**src/rtl/s820_bist_pkg.sv**
```systemverilog
// rtl/s820_bist_pkg.sv - shared widths, polynomial taps and state types for the s820 BIST controller
package s820_bist_pkg;

  localparam int N_IN  = 18;
  localparam int N_OUT = 19;

  // Stimulus polynomial x^18+x^11+1: feedback taps q[17] and q[10]
  localparam logic [N_IN-1:0]  LFSR_TAPS = 18'h20400;
  // Compactor polynomial x^19+x^5+x^2+x+1: the MSB folds back into bits 5, 2, 1 and 0
  localparam logic [N_OUT-1:0] MISR_TAPS = 19'h00027;

  typedef enum logic [2:0] {IDLE, INIT, RUN, CMP, DONE} bist_state_e;
  typedef enum logic {SHREG_LFSR, SHREG_MISR} shreg_mode_e;

  // An all-zero LFSR never leaves zero, so that seed is mapped to 1
  function automatic logic [N_IN-1:0] fix_seed(input logic [N_IN-1:0] s);
    return (s == '0) ? N_IN'(1) : s;
  endfunction

endpackage

```
**src/rtl/s820_bist_ctrl_if.sv**
```systemverilog
// rtl/s820_bist_ctrl_if.sv - control, status and s820 pin bundle between the BIST controller and its host
interface s820_bist_ctrl_if;
  import s820_bist_pkg::*;

  logic             start;
  logic [N_IN-1:0]  dut_pi;
  logic [N_OUT-1:0] dut_po;
  logic             busy;
  logic             done;
  logic             pass;
  logic [N_OUT-1:0] signature;
  logic [15:0]      pat_idx;

  modport master (
    output start, dut_po,
    input  dut_pi, busy, done, pass, signature, pat_idx
  );

  modport slave (
    input  start, dut_po,
    output dut_pi, busy, done, pass, signature, pat_idx
  );

endinterface

```
**src/rtl/bist_shreg.sv**
```systemverilog
// rtl/bist_shreg.sv - seedable shift register acting as a Fibonacci LFSR or a MISR
module bist_shreg
  import s820_bist_pkg::*;
#(
  parameter int          W    = 18,
  parameter logic [W-1:0] TAPS = '0,
  parameter logic [W-1:0] SEED = '0,
  parameter shreg_mode_e  MODE = SHREG_LFSR
) (
  input  logic         ck,
  input  logic         rst,
  input  logic         load,
  input  logic         en,
  input  logic [W-1:0] din,
  output logic [W-1:0] q
);

  logic [W-1:0] nxt;

  // din is folded in for both modes; an LFSR user simply ties it to zero
  always_comb begin
    nxt = {q[W-2:0], 1'b0} ^ din;
    if (MODE == SHREG_LFSR) begin
      nxt[0] = nxt[0] ^ (^(q & TAPS));
    end else if (q[W-1]) begin
      nxt = nxt ^ TAPS;
    end
  end

  always_ff @(posedge ck) begin
    if (rst || load) begin
      q <= SEED;
    end else if (en) begin
      q <= nxt;
    end
  end

endmodule

```
**src/rtl/s820_bist_ctrl.sv**
```systemverilog
// rtl/s820_bist_ctrl.sv - s820 self-test: clears flops via G18, drives LFSR patterns, compacts outputs, checks signature
module s820_bist_ctrl
  import s820_bist_pkg::*;
#(
  parameter int unsigned       PAT_COUNT = 1024,
  parameter int unsigned       INIT_CYC  = 2,
  parameter int unsigned       CLR_BIT   = 17,
  parameter logic [N_IN-1:0]   LFSR_SEED = 18'h00001,
  parameter logic [N_OUT-1:0]  MISR_SEED = 19'h00000,
  parameter logic [N_OUT-1:0]  EXP_SIG   = 19'h00000
) (
  input logic              ck,
  input logic              rst,
  s820_bist_ctrl_if.slave  bus
);

  localparam logic [N_IN-1:0] SEED_EFF  = fix_seed(LFSR_SEED);
  localparam logic [N_IN-1:0] CLR_MASK  = N_IN'(1) << CLR_BIT;
  localparam logic [15:0]     LAST_PAT  = 16'(PAT_COUNT - 1);
  localparam logic [15:0]     LAST_INIT = 16'(INIT_CYC - 1);

  bist_state_e      state;
  logic [15:0]      init_cnt;
  logic [15:0]      pat_idx;
  logic [N_IN-1:0]  dut_pi;
  logic             busy;
  logic             done;
  logic             pass;
  logic [N_IN-1:0]  lfsr_q;
  logic [N_OUT-1:0] misr_q;
  logic             accept;
  logic             lfsr_en;
  logic             misr_en;

  assign accept  = bus.start && (state == IDLE || state == DONE);
  // The LFSR runs one step ahead of the pins so dut_pi can be loaded straight from lfsr_q
  assign lfsr_en = (state == RUN) || (state == INIT && init_cnt == LAST_INIT);
  assign misr_en = (state == RUN);

  bist_shreg #(
    .W    (N_IN),
    .TAPS (LFSR_TAPS),
    .SEED (SEED_EFF),
    .MODE (SHREG_LFSR)
  ) u_lfsr (
    .ck   (ck),
    .rst  (rst),
    .load (accept),
    .en   (lfsr_en),
    .din  ('0),
    .q    (lfsr_q)
  );

  bist_shreg #(
    .W    (N_OUT),
    .TAPS (MISR_TAPS),
    .SEED (MISR_SEED),
    .MODE (SHREG_MISR)
  ) u_misr (
    .ck   (ck),
    .rst  (rst),
    .load (accept),
    .en   (misr_en),
    .din  (bus.dut_po),
    .q    (misr_q)
  );

  always_ff @(posedge ck) begin
    if (rst) begin
      state    <= IDLE;
      init_cnt <= '0;
      pat_idx  <= '0;
      dut_pi   <= '0;
      busy     <= 1'b0;
      done     <= 1'b0;
      pass     <= 1'b0;
    end else begin
      case (state)
        IDLE, DONE: begin
          if (bus.start) begin
            state    <= INIT;
            init_cnt <= '0;
            pat_idx  <= '0;
            dut_pi   <= CLR_MASK;
            busy     <= 1'b1;
            done     <= 1'b0;
            pass     <= 1'b0;
          end
        end
        INIT: begin
          if (init_cnt == LAST_INIT) begin
            state  <= RUN;
            dut_pi <= lfsr_q & ~CLR_MASK;
          end else begin
            init_cnt <= init_cnt + 16'd1;
          end
        end
        RUN: begin
          pat_idx <= pat_idx + 16'd1;
          if (pat_idx == LAST_PAT) begin
            state  <= CMP;
            dut_pi <= '0;
          end else begin
            dut_pi <= lfsr_q & ~CLR_MASK;
          end
        end
        CMP: begin
          state <= DONE;
          pass  <= (misr_q == EXP_SIG);
          done  <= 1'b1;
          busy  <= 1'b0;
        end
        default: state <= IDLE;
      endcase
    end
  end

  assign bus.dut_pi    = dut_pi;
  assign bus.busy      = busy;
  assign bus.done      = done;
  assign bus.pass      = pass;
  assign bus.signature = misr_q;
  assign bus.pat_idx   = pat_idx;

endmodule

```
**src/flat_wrapper.sv**
```systemverilog
// flat-port wrapper written by rule: the top's interface ports become plain ports
module s820_bist_ctrl_flat import s820_bist_pkg::*;
#(
  parameter int unsigned       PAT_COUNT = 1024,
  parameter int unsigned       INIT_CYC  = 2,
  parameter int unsigned       CLR_BIT   = 17,
  parameter logic [N_IN-1:0]   LFSR_SEED = 18'h00001,
  parameter logic [N_OUT-1:0]  MISR_SEED = 19'h00000,
  parameter logic [N_OUT-1:0]  EXP_SIG   = 19'h00000
)
  (ck, rst, bus_start, bus_dut_po, bus_dut_pi, bus_busy, bus_done, bus_pass, bus_signature, bus_pat_idx);
  s820_bist_ctrl_if bus_i ();
  input logic ck;
  input logic rst;
  input wire logic [$bits(bus_i.start)-1:0] bus_start;
  input wire logic [$bits(bus_i.dut_po)-1:0] bus_dut_po;
  output wire logic [$bits(bus_i.dut_pi)-1:0] bus_dut_pi;
  output wire logic [$bits(bus_i.busy)-1:0] bus_busy;
  output wire logic [$bits(bus_i.done)-1:0] bus_done;
  output wire logic [$bits(bus_i.pass)-1:0] bus_pass;
  output wire logic [$bits(bus_i.signature)-1:0] bus_signature;
  output wire logic [$bits(bus_i.pat_idx)-1:0] bus_pat_idx;
  assign bus_i.start = bus_start;
  assign bus_i.dut_po = bus_dut_po;
  assign bus_dut_pi = bus_i.dut_pi;
  assign bus_busy = bus_i.busy;
  assign bus_done = bus_i.done;
  assign bus_pass = bus_i.pass;
  assign bus_signature = bus_i.signature;
  assign bus_pat_idx = bus_i.pat_idx;
  s820_bist_ctrl #(.PAT_COUNT(PAT_COUNT), .INIT_CYC(INIT_CYC), .CLR_BIT(CLR_BIT), .LFSR_SEED(LFSR_SEED), .MISR_SEED(MISR_SEED), .EXP_SIG(EXP_SIG)) u_core (.ck(ck), .rst(rst), .bus(bus_i));
endmodule
```
**config.mk**
```make
export PLATFORM = sky130hd
export DESIGN_NAME = s820_bist_ctrl_flat
export DESIGN_NICKNAME = d
export VERILOG_FILES = /design/src/rtl/s820_bist_pkg.sv /design/src/rtl/s820_bist_ctrl_if.sv /design/src/rtl/bist_shreg.sv /design/src/rtl/s820_bist_ctrl.sv /design/src/flat_wrapper.sv
export SDC_FILE = /design/constraint.sdc
export NUM_CORES = 1
export LEC_CHECK = 0
export CAP_MARGIN = 0
export CORE_MARGIN = 4
export CORE_UTILIZATION = 54
export CTS_BUF_LIST = sky130_fd_sc_hd__clkbuf_2
export DETAILED_ROUTE_END_ITERATION = 10
export PLACE_DENSITY = 0.82
export SYNTH_ARGS = -nofsm -noshare
export SYNTH_HDL_FRONTEND = slang
export SYNTH_SLANG_ARGS = --single-unit
```
**constraint.sdc**
```tcl
create_clock -name ck -period 2.3 [get_ports ck]
set_input_delay 0.23 -clock ck [delete_from_list [all_inputs] [get_ports ck]]
set_output_delay 0.23 -clock ck [all_outputs]
set_load 0.05 [all_outputs]
```
==> results of run 1 <==
-- per-stage QoR --
| stage | area, sq um | instances | setup slack [ps] | hold WS [ps] | total power, mW |
|---|---|---|---|---|---|
| 2_1_floorplan | 4110 | 442 | 71.5 | 420 | 1.93 |
| 3_3_place_gp | 5060 | 609 | 162 | 442 | 2.06 |
| 3_5_place_dp | 5060 | 609 | 129 | 448 | 2.07 |
| 4_1_cts | 5180 | 625 | 44.6 | 271 | 2.87 |
| 5_1_grt | 5180 | 625 | 6.18 | 233 | 2.98 |
| 6_report | 5180 | 625 | 109 | 289 | 2.85 |
-- worst paths after layout --
check                                            end  slack, ps  cells past startpoint
worst max-delay path                  bus_pat_idx[7]        110                      1
worst min-delay path             u_core.u_misr.q[14]        290                      3
worst max register to register  u_core.bus.dut_pi[8]        120                      4
worst min register to register  u_core.bus.dut_pi[3]        460                      1
-- sequential cells by signal (all words and copies together), names as in the netlist, 3 cells and up --
| register | flops |
|---|---|
| u_core.bus.dut_pi | 18 |
| u_core.bus.pat_idx | 16 |
| u_core.u_lfsr.q | 18 |
| u_core.init_cnt | 16 |
| u_core.u_misr.q | 19 |
| u_core.state | 3 |
-- cell usage in the layout, fill, tap and decap left out, types with 4 or more instances in the layout --
cell	count
a211oi_1	18
a21oi_1	26
a22o_1	17
a311oi_1	8
a31oi_1	6
and4_1	4
buf_4	18
clkbuf_2	9
clkdlybuf4s50_1	76
dfxtp_1	93
mux2i_1	19
nand2_1	36
nand2b_1	7
nand3_1	15
nand4_1	11
nor2_1	36
nor4_1	8
nor4b_1	5
o21ai_0	12
or3_1	7
or4_1	8
xnor2_1	22
-- cells by family after synthesis --
group,share of synthesized area [%]
buf+inv,3.81
xor+xnor,5.12
compound gates,19.2
mux,4.63
flops,45.3
fa+ha+maj,0.914
simple gates,21.0
-- power groups by stage --
stage | clock [mW] | combinational, mW | sequential (mW)
after floorplan | 0 | 0.209 | 1.72
after global placement | 0 | 0.380 | 1.68
after detailed placement | 0 | 0.388 | 1.68
after CTS | 0.826 | 0.389 | 1.66
after global routing | 0.901 | 0.418 | 1.66
final | 0.807 | 0.391 | 1.66
-- layer usage --
metal	global-route usage (%)	wire, um	vias up
li1	-	-	1806
met1	28.7	4310	1766
met2	37.1	4980	83
met3	5.29	422	11
met4	5.29	85	0
met5	0	0	-
-- what timing repair did --
item	4_1_cts	5_1_grt
setup endpoints to repair	0	1
hold endpoints to repair	0	0
gates resized for setup	0	1
-- area by class of cell --
class,instances,area [sq um]
repair buffers,98,968
flip-flops and latches,93,1860
clock inverters,7,72.6
inverters,3,11.3
well taps,99,124
clock buffers,9,45.0
multi-input cells,316,2100
fillers,565,2150
==> reports/results.txt, run 1 <==
ant diodes: 0
Die Ht: 95.2 um
total global routing overflow: 0
DRT Pass-1 Iters: 4
Clock Skews: 37.5 ps
vias in the first global route: 3,416
Async SR Flop Fraction: 0%
Switch Pwr: 797 uW
CP arrival: 1960 ps
area leader, netlist: dfxtp_1
Tot GR Track Use: 22.1%
EDFF count, synth: 0
HPWL after detailed placement: 7.14 mm
Synth Area per Inst: 9.29 sq um
number of synthesized register bits: 93
Worst Max-Slew Pin Slew: 747 ps
CP Data Required Time: 2070 ps
post-route core utilization: 70.6%
DIE AREA: 9070 sq um
Max Cap Viol: 0
Max-slew headroom: 50.2%
clk buf depth: 2
Worst Path Class, Setup: flop to primary output
maximum VDD drop: 0.000365 V
Worst Path Max Fanout: 8
Final Slew Violations: 0
H-Tree Depth: 3
PortBufs: 77
most instantiated library cell after synthesis: dfxtp_1
Row Count: 31
largest net degree at the start of global routing: 39
Post-DRT Antenna Nets: 0
GPL Wtd Cong: 0.906
Pleak: 1.77 nW
Starting Density: 56.0%
Top-Level Pins: 78
synthesis-to-layout area growth: 26.1%
Pwr per Cell Area: 551 nW/um^2
Hold Path Class: input pin to flop
Yosys cell types: 55
Clock Latency Late Sink: 560 ps
antenna violations before repair: 0
Setup crit start: u_core.bus.pat_idx[7]
YS warnings: 0
Setup TNS: 0 ps
sw frac: 28.0%
drc violations: 0
post-synth top area share: 45.3%
final period utilization: 95.2%
DR iter-0 viols: 118
sequential-to-total area share from yosys stat: 45.3%
min-delay src: bus_dut_po[14]
top_reg_cell synth: dfxtp_1
routed wire length: 9.80 mm
Final Hold Viols: 0
number of buffers created by CTS: 9
post-synthesis cell count: 442
hold_buf cts: 0
Die W: 95.2 um
r2r startpoint: u_core.state[0]
endpoints failing setup: 0
Clk pwr share: 28.3%
RSZ-0062 raised after global routing: no
vias per std cell: 5.87
share of cells above drive strength 1: 9.13%
post-DR wirelength/cell: 15.7 um
clock-pin slew of the registers on the worst-case setup and hold paths: 260 ps
top post-synthesis cells by count: dfxtp_1 (93), nand2_1 (36), nor2_1 (36)
Final nets: 546
via count: 3,666
CP Capture Type: primary output
CP Launch Type: flop
Top Family by Delay on Critical Path: buffers and inverters
fin crit period: 2190 ps
post-CTS setup buffer count: 0
top post-synthesis cells by area: dfxtp_1 (45%), xnor2_1 (4.7%), mux2i_1 (4.6%)
Cell Chain, Critical Path: clkdlybuf4s50_1
FMAX: 457 MHz
internal power: 2.06 mW
Crit-path slowest cell: clkdlybuf4s50_1
worst path buffer plus inverter count: 1
CP max stage delay: 860 ps
Comb power frac: 13.7%
syn nets: 467
first-pass GRT wire length: 16.1 mm
Sequential Power Share: 58.0%
Syn Std Cell Area: 4110 sq um
Core ar.: 7330 sq um
CTS sink count: 93
status: finished clean
CTS root buf: clkbuf_2
CTS tree: yes
(Power assumes the default switching activity.)
==> inputs of run 2 (changes only) <==
Settings changed: CORE_MARGIN 4 to 2, GPL_TIMING_DRIVEN from default to 0.
==> run 2 against run 1 <==
Compared with the run above: setup slack got worse by 4.3 ps; highest routed layer unchanged; sequential cell count is the same; clock power down 10%; worst hold slack lost 25 ps; critical path type unchanged; largest power group unchanged.
==> reports/results.txt, run 2 (synthesis results as in run 1) <==
status: finished clean
CP Capture Type: primary output
Comb power frac: 14.2% (+0.5 points)
Max Cap Viol: 0 (unchanged)
Top-Level Pins: 78 (unchanged)
routed wire length: 10.5 mm (+6.8%)
Overall Power: 2.77 mW (-2.7%)
vias per std cell: 6.05 (+3.2%)
fin crit period: 2190 ps (+4.34 ps)
Die Ht: 91.2 um (-4.2%)
Top Family by Delay on Critical Path: buffers and inverters
sw frac: 30.1% (+2.1 points)
total global routing overflow: 0 (unchanged)
clock-pin slew of the registers on the worst-case setup and hold paths: 270 ps (about the same)
Tot GR Track Use: 25.1% (+2.9 points)
post-DR wirelength/cell: 16.5 um (+5.3%)
number of buffers created by CTS: 9 (unchanged)
Final Slew Violations: 0 (unchanged)
RSZ-0062 raised after global routing: no
share of cells above drive strength 1: 8.60% (-0.53 points)
Row Count: 31 (unchanged)
Sequential Power Share: 59.6% (+1.6 points)
Switch Pwr: 835 uW (+4.7%)
vias in the first global route: 3,642 (+6.6%)
Cell Chain, Critical Path: clkdlybuf4s50_1
endpoints failing setup: 0 (unchanged)
internal power: 1.94 mW (-5.6%)
synthesis-to-layout area growth: 26.3%
Hold Path Class: input pin to flop
DR iter-0 viols: 277 (+130%)
Pwr per Cell Area: 535 nW/um^2 (-2.9%)
Worst Path Max Fanout: 8 (unchanged)
CTS root buf: clkbuf_2
Pleak: 1.73 nW (-2.4%)
clk buf depth: 2 (unchanged)
DRT Pass-1 Iters: 5 (+1)
CP Launch Type: flop
CTS tree: yes
worst path buffer plus inverter count: 1 (unchanged)
GPL Wtd Cong: 0.954 (+5.3%)
HPWL after detailed placement: 7.61 mm (+6.6%)
CP Data Required Time: 2070 ps (about the same)
Clock Skews: 44.8 ps (+7.32 ps)
Worst Path Class, Setup: flop to primary output
FMAX: 456 MHz (-0.20%)
Final nets: 555 (+1.6%)
Die W: 91.2 um (-4.2%)
Max-slew headroom: 54.1% (+3.9 points)
maximum VDD drop: 0.000349 V (-4.4%)
CP max stage delay: 860 ps (about the same)
ant diodes: 0 (unchanged)
commonest non-fill, non-tap cell in the layout: dfxtp_1
Post-DRT Antenna Nets: 0 (unchanged)
Worst Max-Slew Pin Slew: 685 ps (-62.0 ps)
Starting Density: 56.3% (+0.30 points)
Biggest register: u_core.u_misr.q
drc violations: 0 (unchanged)
via count: 3,836 (+4.6%)
CTS sink count: 93 (unchanged)
final period utilization: 95.4% (+0.19 points)
CP arrival: 1960 ps (about the same)
Core ar.: 7290 sq um (-0.53%)
Clk pwr share: 26.2% (-2.1 points)
antenna violations before repair: 0 (unchanged)
PortBufs: 76 (-1.3%)
H-Tree Depth: 3 (unchanged)
Clock Latency Late Sink: 570 ps (about the same)
Final Hold Viols: 0 (unchanged)
Crit-path slowest cell: clkdlybuf4s50_1
most frequent cells in the layout: dfxtp_1 (93), clkdlybuf4s50_1 (75), nor2_1 (36), nand2_1 (36), a21oi_1 (26)
largest net degree at the start of global routing: 18 (-54%)
Regs by FF count: u_core.u_misr.q: 19 flops, u_core.bus.dut_pi: 18 flops, u_core.u_lfsr.q: 18 flops
DIE AREA: 8320 sq um (-8.2%)
first-pass GRT wire length: 17.1 mm (+6.1%)
number of flip-flops in the largest register: 19 (unchanged)
Hold Slack: 265 ps (-24.6 ps)
-- run 2: cell types whose count changed in the layout (fill, tap and decap cells not counted), sizes merged --
cell,before,now
clkbuf,9,24
buf,21,16
clkinv,3,0
clkinvlp,1,4
bufinv,1,0
clkdlybuf4s50,76,75
inv,5,6
-- run 2: worst paths after layout --
kind                                       startpoint             endpoint  slack, ps  depth (start not counted)
worst min-delay path                   bus_dut_po[15]  u_core.u_misr.q[15]        260                          3
worst max-delay path            u_core.bus.pat_idx[7]       bus_pat_idx[7]        110                          1
worst max register to register     u_core.init_cnt[0]   u_core.u_lfsr.q[8]        160                          6
worst min register to register        u_core.bus.done      u_core.bus.done        470                          2
-- run 2: area by class of cell --
class	instances	area (sq um)
buffer	30	146
clock buffer	9	45.0
clock inverter	7	56.3
fill	588	2100
inverter	3	11.3
multi-input combinational	316	2170
sequential	93	1860
tap	99	124
timing repair buffer	77	771
-- run 2: power groups by stage --
stage	Combinational [mW]	Sequential [mW]	Clock, mW
2_1_floorplan	0.209	1.72	0
3_3_place_gp	0.365	1.68	0
3_5_place_dp	0.373	1.68	0
4_1_cts	0.377	1.65	0.739
5_1_grt	0.422	1.66	0.814
6_report	0.395	1.65	0.726
-- run 2: what timing repair did --
action	4_1_cts	5_1_grt
cloned	0	0
hold endpoints to repair	0	0
pin swaps	0	2
setup buffers	0	1
hold buffers	0	0
resized for setup	4	11
setup endpoints to repair	27	37
-- run 2: per-layer routing --
metal	GRT usage, %	share of wire, %	up-vias
met5	0	0	-
met4	8.33	1.6	0
met3	5.31	6.1	17
met2	41.4	48	137
met1	32.7	44	1853
li1	-	-	1829
-- run 2: per-stage QoR --
step	setup WS [ps]	instances	setup TNS [ps]	instance area (sq um)	utilization, %
finish	105	634	0	5190	71.2
global route	1.05	634	0	5190	71.2
CTS	-15.7	633	-35.4	5120	70.2
detailed placement	-220	617	-7810	4990	68.5
global placement	-177	617	-5700	4990	68.5
floorplan	71.5	442	0	4110	-
